File: config.mk
export PLATFORM = sky130hd
export DESIGN_NAME = ir_sense_seq
export DESIGN_NICKNAME = d
export VERILOG_FILES = /design/src/rtl/ir_sense_seq.sv
export SDC_FILE = /design/constraint.sdc
export NUM_CORES = 1
export LEC_CHECK = 0
export BUFFER_PORTS_ARGS = -buffer_cell sky130_fd_sc_hd__clkbuf_2
export CAP_MARGIN = 10
export CELL_PAD_IN_SITES_DETAIL_PLACEMENT = 0
export CELL_PAD_IN_SITES_GLOBAL_PLACEMENT = 1
export CORE_ASPECT_RATIO = 0.6
export CORE_UTILIZATION = 45
export DETAILED_ROUTE_END_ITERATION = 6
export PLACE_DENSITY_LB_ADDON = 0.2
export SYNTH_ARGS = -nofsm -noshare
export SYNTH_HDL_FRONTEND = slang
export SYNTH_SLANG_ARGS = --single-unit
File: constraint.sdc
create_clock -name clk -period 4.1 [get_ports clk]
set_input_delay 0.41 -clock clk [delete_from_list [all_inputs] [get_ports clk]]
set_output_delay 0.41 -clock clk [all_outputs]
set_load 0.1 [all_outputs]
File: src/rtl/ir_sense_seq.sv
// ir_sense_seq: pulses the IR emitters, sequences left/right A2D conversions and publishes
// readings, wall-open flags and the derivative term. Build macro IR_HYST_EN adds open-flag hysteresis.
module ir_sense_seq #(
  parameter logic [19:0] PERIOD    = 20'd1000000,
  parameter logic [15:0] SETTLE    = 16'd4096,
  parameter logic [2:0]  LFT_CHNL  = 3'd3,
  parameter logic [2:0]  RGHT_CHNL = 3'd0,
  parameter logic [11:0] OPN_THRES = 12'h400,
`ifdef IR_HYST_EN
  parameter logic [11:0] HYST      = 12'h080,
`endif
  parameter int          D_SHIFT   = 2
) (
  input  logic        clk,
  input  logic        rst_n,
  input  logic        en,
  input  logic        a2d_cnv_cmplt,
  input  logic [11:0] a2d_res,
  output logic        a2d_strt,
  output logic [2:0]  a2d_chnl,
  output logic        IR_en,
  output logic [11:0] lft_IR,
  output logic [11:0] rght_IR,
  output logic        lft_opn,
  output logic        rght_opn,
  output logic [8:0]  IR_Dtrm,
  output logic        IR_vld
);

  typedef enum logic [2:0] {
    ST_IDLE   = 3'd0,
    ST_SETTLE = 3'd1,
    ST_CNV_L  = 3'd2,
    ST_WAIT_L = 3'd3,
    ST_CNV_R  = 3'd4,
    ST_WAIT_R = 3'd5,
    ST_UPDATE = 3'd6
  } state_t;

  state_t             state_q, state_d;
  logic [19:0]        per_cnt_q, per_cnt_d;
  logic [15:0]        settle_cnt_q, settle_cnt_d;
  logic               tick_s, settle_done_s, upd_s;
  logic [11:0]        lft_rd_q, lft_rd_d;
  logic signed [12:0] diff_prev_q, diff_prev_d;
  logic               first_q, first_d;

  logic               a2d_strt_q, a2d_strt_d;
  logic [2:0]         a2d_chnl_q, a2d_chnl_d;
  logic               ir_en_q, ir_en_d;
  logic [11:0]        lft_ir_q, lft_ir_d;
  logic [11:0]        rght_ir_q, rght_ir_d;
  logic               lft_opn_q, lft_opn_d;
  logic               rght_opn_q, rght_opn_d;
  logic [8:0]         ir_dtrm_q, ir_dtrm_d;
  logic               ir_vld_q, ir_vld_d;

  logic               lft_opn_new_s, rght_opn_new_s;
  logic signed [12:0] diff_s;
  logic signed [13:0] delta_s, shift_s;
  logic [8:0]         dtrm_sat_s;

`ifdef IR_HYST_EN
  // Set below threshold, clear above threshold+band, hold inside the band.
  function automatic logic opn_next(input logic [11:0] rd, input logic prev);
    logic [12:0] clr_lvl;
    clr_lvl = {1'b0, OPN_THRES} + {1'b0, HYST};
    if ({1'b0, rd} < {1'b0, OPN_THRES}) begin
      return 1'b1;
    end else if ({1'b0, rd} > clr_lvl) begin
      return 1'b0;
    end else begin
      return prev;
    end
  endfunction
`else
  function automatic logic opn_next(input logic [11:0] rd);
    return (rd < OPN_THRES);
  endfunction
`endif

  // Free-running sample-period counter and settle counter.
  always_comb begin
    tick_s        = (per_cnt_q == (PERIOD - 20'd1));
    settle_done_s = (settle_cnt_q == (SETTLE - 16'd1));
    if (tick_s) begin
      per_cnt_d = 20'd0;
    end else begin
      per_cnt_d = per_cnt_q + 20'd1;
    end
    if (state_q == ST_SETTLE) begin
      settle_cnt_d = settle_cnt_q + 16'd1;
    end else begin
      settle_cnt_d = 16'd0;
    end
  end

  // Sequencer next-state logic; a busy tick is simply dropped.
  always_comb begin
    state_d = state_q;
    case (state_q)
      ST_IDLE: begin
        if (tick_s && en) state_d = ST_SETTLE;
        else              state_d = ST_IDLE;
      end
      ST_SETTLE: begin
        if (settle_done_s) state_d = ST_CNV_L;
        else               state_d = ST_SETTLE;
      end
      ST_CNV_L:  state_d = ST_WAIT_L;
      ST_WAIT_L: begin
        if (a2d_cnv_cmplt) state_d = ST_CNV_R;
        else               state_d = ST_WAIT_L;
      end
      ST_CNV_R:  state_d = ST_WAIT_R;
      ST_WAIT_R: begin
        if (a2d_cnv_cmplt) state_d = ST_UPDATE;
        else               state_d = ST_WAIT_R;
      end
      ST_UPDATE: state_d = ST_IDLE;
      default:   state_d = ST_IDLE;
    endcase
  end

  // Flags, derivative and registered-output next values; outputs load as UPDATE is entered.
  always_comb begin
    upd_s = (state_q == ST_WAIT_R) && a2d_cnv_cmplt;

    if ((state_q == ST_WAIT_L) && a2d_cnv_cmplt) begin
      lft_rd_d = a2d_res;
    end else begin
      lft_rd_d = lft_rd_q;
    end

`ifdef IR_HYST_EN
    lft_opn_new_s  = opn_next(lft_rd_q, lft_opn_q);
    rght_opn_new_s = opn_next(a2d_res, rght_opn_q);
`else
    lft_opn_new_s  = opn_next(lft_rd_q);
    rght_opn_new_s = opn_next(a2d_res);
`endif

    diff_s  = $signed({1'b0, lft_rd_q}) - $signed({1'b0, a2d_res});
    delta_s = {diff_s[12], diff_s} - {diff_prev_q[12], diff_prev_q};
    shift_s = delta_s >>> D_SHIFT;
    if (shift_s > 14'sd255) begin
      dtrm_sat_s = 9'h0FF;
    end else if (shift_s < -14'sd256) begin
      dtrm_sat_s = 9'h100;
    end else begin
      dtrm_sat_s = shift_s[8:0];
    end

    a2d_strt_d = (state_d == ST_CNV_L) || (state_d == ST_CNV_R);
    if (state_d == ST_CNV_L) begin
      a2d_chnl_d = LFT_CHNL;
    end else if (state_d == ST_CNV_R) begin
      a2d_chnl_d = RGHT_CHNL;
    end else begin
      a2d_chnl_d = a2d_chnl_q;
    end
    ir_en_d  = (state_d == ST_SETTLE) || (state_d == ST_CNV_L) || (state_d == ST_WAIT_L) ||
               (state_d == ST_CNV_R)  || (state_d == ST_WAIT_R);
    ir_vld_d = upd_s;

    if (upd_s) begin
      lft_ir_d    = lft_rd_q;
      rght_ir_d   = a2d_res;
      lft_opn_d   = lft_opn_new_s;
      rght_opn_d  = rght_opn_new_s;
      diff_prev_d = diff_s;
      first_d     = 1'b0;
      if (first_q || lft_opn_new_s || rght_opn_new_s) begin
        ir_dtrm_d = 9'd0;
      end else begin
        ir_dtrm_d = dtrm_sat_s;
      end
    end else begin
      lft_ir_d    = lft_ir_q;
      rght_ir_d   = rght_ir_q;
      lft_opn_d   = lft_opn_q;
      rght_opn_d  = rght_opn_q;
      diff_prev_d = diff_prev_q;
      first_d     = first_q;
      ir_dtrm_d   = ir_dtrm_q;
    end
  end

  // FSM state register.
  always_ff @(posedge clk or negedge rst_n) begin
    if (!rst_n) begin
      state_q <= ST_IDLE;
    end else begin
      state_q <= state_d;
    end
  end

  // Counters, captured reading, derivative history and output registers.
  always_ff @(posedge clk or negedge rst_n) begin
    if (!rst_n) begin
      per_cnt_q    <= 20'd0;
      settle_cnt_q <= 16'd0;
      lft_rd_q     <= 12'd0;
      diff_prev_q  <= 13'sd0;
      first_q      <= 1'b1;
      a2d_strt_q   <= 1'b0;
      a2d_chnl_q   <= LFT_CHNL;
      ir_en_q      <= 1'b0;
      lft_ir_q     <= 12'd0;
      rght_ir_q    <= 12'd0;
      lft_opn_q    <= 1'b1;
      rght_opn_q   <= 1'b1;
      ir_dtrm_q    <= 9'd0;
      ir_vld_q     <= 1'b0;
    end else begin
      per_cnt_q    <= per_cnt_d;
      settle_cnt_q <= settle_cnt_d;
      lft_rd_q     <= lft_rd_d;
      diff_prev_q  <= diff_prev_d;
      first_q      <= first_d;
      a2d_strt_q   <= a2d_strt_d;
      a2d_chnl_q   <= a2d_chnl_d;
      ir_en_q      <= ir_en_d;
      lft_ir_q     <= lft_ir_d;
      rght_ir_q    <= rght_ir_d;
      lft_opn_q    <= lft_opn_d;
      rght_opn_q   <= rght_opn_d;
      ir_dtrm_q    <= ir_dtrm_d;
      ir_vld_q     <= ir_vld_d;
    end
  end

  assign a2d_strt = a2d_strt_q;
  assign a2d_chnl = a2d_chnl_q;
  assign IR_en    = ir_en_q;
  assign lft_IR   = lft_ir_q;
  assign rght_IR  = rght_ir_q;
  assign lft_opn  = lft_opn_q;
  assign rght_opn = rght_opn_q;
  assign IR_Dtrm  = ir_dtrm_q;
  assign IR_vld   = ir_vld_q;

endmodule

# After elaboration in Yosys (flattened, before gate mapping)
# Index checks and enable logic that the tools add are counted.
dict set report word_totals {
  regBits 106
  word_cells 59
  out_inout_bits 41
  input_bits 16
}
dict set report classes {
  magnitude_cmp 4
  n_mux 12
  addsub 4
  n_eq_ne 12
  n_reduce_logical 12
}
# operator n
set op_table {}
lappend op_table {{9-bit two-way mux} 3}
lappend op_table {{12-bit by 11-bit less-than comparator with 1-bit output, second input constant} 2}
lappend op_table {{20-bit by 1-bit adder with 20-bit output, second input constant} 1}
lappend op_table {{20-bit == test, second input constant} 1}
lappend op_table {{20-bit two-way mux} 1}
lappend op_table {{3-bit case mux with 6 select lines} 1}
lappend op_table {{16-bit by 1-bit adder with 16-bit output, second input constant} 1}
lappend op_table {{16-bit by 12-bit == test with 1-bit output, second input constant} 1}
lappend op_table {{16-bit two-way mux} 1}
lappend op_table {{13-bit by 13-bit subtractor with 14-bit output} 1}
lappend op_table {{12-bit by 12-bit subtractor with 13-bit output} 1}
lappend op_table {{3-bit by 2-bit == test with 1-bit output, second input constant} 4}
lappend op_table {{3-bit == test, second input constant} 4}
lappend op_table {{12-bit by 9-bit greater-than comparator with 1-bit output, second input constant} 1}
lappend op_table {{12-bit by 9-bit less-than comparator with 1-bit output, second input constant} 1}
lappend op_table {{3-bit two-way mux} 3}
lappend op_table {{1-bit logical OR} 7}
lappend op_table {{3-bit by 1-bit == test with 1-bit output, second input constant} 2}
lappend op_table {{2-bit two-way mux} 2}
lappend op_table {{1-bit logical AND} 3}
lappend op_table {{3-bit logical NOT} 1}
lappend op_table {{2-bit nonzero test} 1}
lappend op_table {{1-bit two-way mux} 1}

# Depth between registers and ports, before layout
dict set report logic_depth {
  depth_word 9
  mapped_depth 17
  mapped_depth_nobuf 17
}

# Least setup slack after synthesis
# OpenSTA, ideal clock, no wires.
dict set report synth_path {
  path_type {input-to-reg}
  startpoint {input port a2d_res[0]}
  endpoint {register ir_dtrm_q[0], in the netlist IR_Dtrm[0]}
  setup_time_ps 143
  path_slack_ps 482
  path_buffers 0
  t_required_ps 3957
  t_arrival_ps 3475
  path_stages 16
  cell_sequence {ha_1 > fa_1 > nor2b_1 > o21ai_0 > a21oi_1 > o21ai_0 > nor2b_1 > xnor2_1 > ha_1 > nor4_1 > o211ai_2 > a31oi_4 > mux2i_1 > a21oi_1 > o211ai_1 > o21ai_0}
}
dict set report synth_between {
  elab_chain_len 6
  word_cells_on_any_way 9
  classes_between {add/sub: 2; order compare: 3; mux: 3; reduce/logical: 1}
}
# item line
set synth_lines {}
lappend synth_lines {{from (decl)} 18} ;# input logic [11:0] a2d_res,
lappend synth_lines {{12-bit by 12-bit subtractor with 13-bit output *} 143} ;# diff_s = $signed({1'b0, lft_rd_q}) - $signed({1'b0, a2d_res});
lappend synth_lines {{net diff_s[6]} 59} ;# logic signed [12:0] diff_s;
lappend synth_lines {{13-bit by 13-bit subtractor with 14-bit output *} 144} ;# delta_s = {diff_s[12], diff_s} - {diff_prev_q[12], diff_prev_q};
lappend synth_lines {{12-bit by 9-bit less-than comparator with 1-bit output} 148} ;# end else if (shift_s < -14'sd256) begin
lappend synth_lines {{9-bit two-way mux} 148}
lappend synth_lines {{9-bit two-way mux *} 146} ;# if (shift_s > 14'sd255) begin
lappend synth_lines {{9-bit two-way mux *} 173} ;# if (first_q || lft_opn_new_s || rght_opn_new_s) begin
lappend synth_lines {{to (signal assigned)} 228} ;# ir_dtrm_q <= ir_dtrm_d;
lappend synth_lines {{to (decl)} 55} ;# logic [8:0] ir_dtrm_q, ir_dtrm_d;
# The timed path passes the listed nets; every way through them passes the cells marked *.
# A chain may end at the register's enable or synchronous reset.

# Worst setup path in the final report
dict set report layout_path {
  startpoint {register lft_rd_q[0]}
  endpoint {register ir_dtrm_q[0], in the netlist IR_Dtrm[0]}
}
dict set report layout_between {
  elab_chain_len 6
  word_cells_on_any_way 10
  classes_between {add/sub: 2; order compare: 3; mux: 3; reduce/logical: 2}
}
# item line
set layout_lines {}
lappend layout_lines {{from (decl)} 44} ;# logic [11:0] lft_rd_q, lft_rd_d;
lappend layout_lines {{from (signal assigned)} 218} ;# lft_rd_q <= lft_rd_d;
lappend layout_lines {{12-bit by 12-bit subtractor with 13-bit output *} 143}
lappend layout_lines {{net diff_s[12]} 59}
lappend layout_lines {{13-bit by 13-bit subtractor with 14-bit output *} 144}
lappend layout_lines {{12-bit by 9-bit less-than comparator with 1-bit output} 148}
lappend layout_lines {{9-bit two-way mux} 148}
lappend layout_lines {{9-bit two-way mux *} 146}
lappend layout_lines {{9-bit two-way mux *} 173}
# Marked as above.

==> flow_metrics.tcl <==
set metrics [dict create \
    outcome "complete, no violations" \
    yosys.area.top_type "dfrtp_1" \
    report.final.hold_viol_count 0 \
    yosys.area_share.simple_pct 18.06 \
    cts.sinks 104 \
    synth_top_family_by_area "simple AND/OR/NAND/NOR gates" \
    ant_nets 0 \
    async_flop_share_pct 100.0 \
    worstPathRequired_ps 4350 \
    yosysUniqueCellTypes 52 \
    path_class "register to register" \
    hold_class "input port to register" \
    rows 30 \
    yosysMostFrequentCell "dfrtp_1" \
    place_inst 757 \
    grt.overflow.total 0 \
    cts_buffers 9 \
    hpwl_um 7568 \
    globalplace.congestion 0.8180 \
    synth.avg_cell_area_um2 9.530 \
    die_y_um 85.45 \
    routed-via-count 3873 \
    synthMuxAreaShare_pct 2.324 \
    drc 0 \
    cts-htree-levels 3 \
    fmax_ghz 0.2592 \
    grt_pass1_vias 3742 \
    io_buffer_count 55 \
    cts_tree "built" \
    worstSkewPairLatency_ps 340 \
    die_w_um 141.1 \
    finalCritPeriodShare_pct 94.08 \
    synth_cells 548 \
    arrival_ps 4100 \
    syn_area_um2 5223 \
    core_area_um2 11300 \
    synth_fa_ha_area_share_pct 6.612 \
    synth_edf_count 0 \
    yosys-top-cells-area "dfrtp_1, nand2_1, ha_1, o21ai_0, xnor2_1" \
    wirelength_um 10730 \
    clockBufferDepth 2 \
    yosys_warnings 0 \
    start_kind "register" \
    maxCapViolations 0 \
    finish.utilization_pct 53.59 \
    boundaryPins 57 \
    path_clk_slew_ps 70 \
    die_area_um2 12050 \
    cp-end-kind "register" \
    final_cells 777 \
    drt-initial-drc-count 226 \
    dr.pass1.iters 4 \
    wl_per_cell_um 13.81 \
    layout-drive-gt1-share_pct 18.64 \
    via_per_inst 4.985 \
    worst_slew_pin_slew_ps 1033 \
    synth-compound-area-share_pct 11.60 \
    fin_worst_skew_ps 9.691 \
    synth-seq-cells 104 \
    synth_nets 591 \
    grt_start_max_net_pins 81 \
    slew_headroom_pct 31.15 \
    synth_top_area_share_pct 47.92 \
    n_antenna_cell 0 \
    grt_pass1_wl_um 18090 \
    grtUsageTotal_pct 19.12 \
    synth_common_cells "dfrtp_1, nand2_1, o21ai_0" \
    path_max_fanout 4 \
    grt_antenna_before_repair 0 \
    fin_nets 655 \
    yosysSeqAreaShare_pct 49.93 \
    postCtsHoldBufs 0 \
    fin_crit_ps 3857 \
    synth-xor-area-share_pct 7.211 \
    start_util_pct 46.22 \
    clockRootBuffer "clkbuf_16" \
    synth_ff_type "dfrtp_1" \
    report.final.slew_viol_count 0 \
    setup_viol 0 \
    areaGrowthSynthToFinish_pct 15.93 \
]
-- stage by stage --
| stage | setup slack (ps) | instance area (um2) | hold slack (ps) | setup TNS (ps) |
|---|---|---|---|---|
| 5_1_grt | -36.68 | 6055 | 243.6 | -61.41 |
| 6_report | 242.6 | 6055 | 242.2 | 0 |
| 4_1_cts | 112.4 | 5983 | 231.0 | 0 |
| 3_5_place_dp | -33.04 | 5712 | 460.1 | -104.9 |
| 2_1_floorplan | 481.9 | 5223 | 114.4 | 0 |
| 3_3_place_gp | 119.4 | 5712 | 447.8 | 0 |
-- what timing repair did --
item / CTS / global route
buffers inserted: 0 / 4
setup endpoints to repair: 0 / 8
resized for setup: 0 / 12
-- worst paths after layout --
| check | startpoint | cells after the start | slack [ps] | to |
|---|---|---|---|---|
| setup / recovery | lft_rd_q[0] | 18 | 240 | IR_Dtrm[0] |
| hold / removal | a2d_res[10] | 2 | 240 | rght_opn |
| setup reg to reg | lft_rd_q[0] | 18 | 240 | IR_Dtrm[0] |
| hold reg to reg | settle_cnt_q[0] | 1 | 470 | settle_cnt_q[0] |
| max in group asynchronous | rst_n | 2 | 2850 | rght_opn |
| min in group asynchronous | rst_n | 1 | 250 | diff_prev_q[1] |
-- final cells by class --
class	count	area [um2]
clock inverters	5	38.79
repair buffers	70	390.4
well taps	160	200.2
inverters	39	146.4
fillers	1044	5244
clock buffers	11	232.7
flip-flops and latches	104	2608
multi-input cells	388	2439
-- critical path, stage by stage, from the launching register on --
cell and delay (ps):
dfrtp_1 350, inv_1 60, ha_1 200, fa_1 390, nor2b_1 120, o21ai_0 110
a21oi_1 220, o21ai_2 100, a21oi_2 190, a31oi_1 200, o21bai_1 170, a21oi_1 90
ha_1 310, nor2b_1 170, a22o_1 270, a221oi_4 400, buf_4 190, nor2_1 40
o21ai_0 170
-- metal layers --
layer	GRT usage (%)	share of wire [%]	up-vias	wire length, um
li1	-	-	1970	-
met1	28.17	55	1823	5869
met2	28.26	41	71	4389
met3	4.458	3.6	9	385
met4	4.743	0.77	0	83
met5	0	0	-	0
-- cell families (layout without fill, tap and decap cells) --
logic type      after synthesis  count (layout)
mux                          11              11
other cells                   1               1
simple gates                208             208
compound gates               98              98
fa+ha+maj                    27              27
flops                       104             104
xor+xnor                     43              43
buf+inv                      56             125
-- layout by cell type, fill, tap and decap left out, types with 3 or more instances in the layout --
cell,instances
a21o_1,3
a21oi_1,19
and3_1,7
buf_4,16
clkbuf_16,9
clkbuf_2,54
dfrtp_1,100
dfstp_2,4
ha_1,25
inv_1,39
mux2_2,9
nand2_1,94
nand3_1,16
nand4_1,4
nor2_1,44
nor2b_1,10
nor3_1,7
nor4_1,4
o21ai_0,47
o21ai_2,3
o22ai_1,3
or3_1,9
xnor2_1,27
xor2_1,16
-- state kept, by name, summed over array words and instances (netlist names) --
name / count
settle_cnt_q: 16
lft_IR: 12
a2d_chnl: 1
first_q: 1
per_cnt_q: 20
lft_rd_q: 12
state_q: 3
a2d_strt: 1
IR_Dtrm: 9
rght_opn: 1
diff_prev_q: 13
IR_en: 1
rght_IR: 12
lft_opn: 1
IR_vld: 1
Power is left out: the tool's default activity adds up to more than one toggle a clock period on the data nets, which glitch-free logic cannot reach.
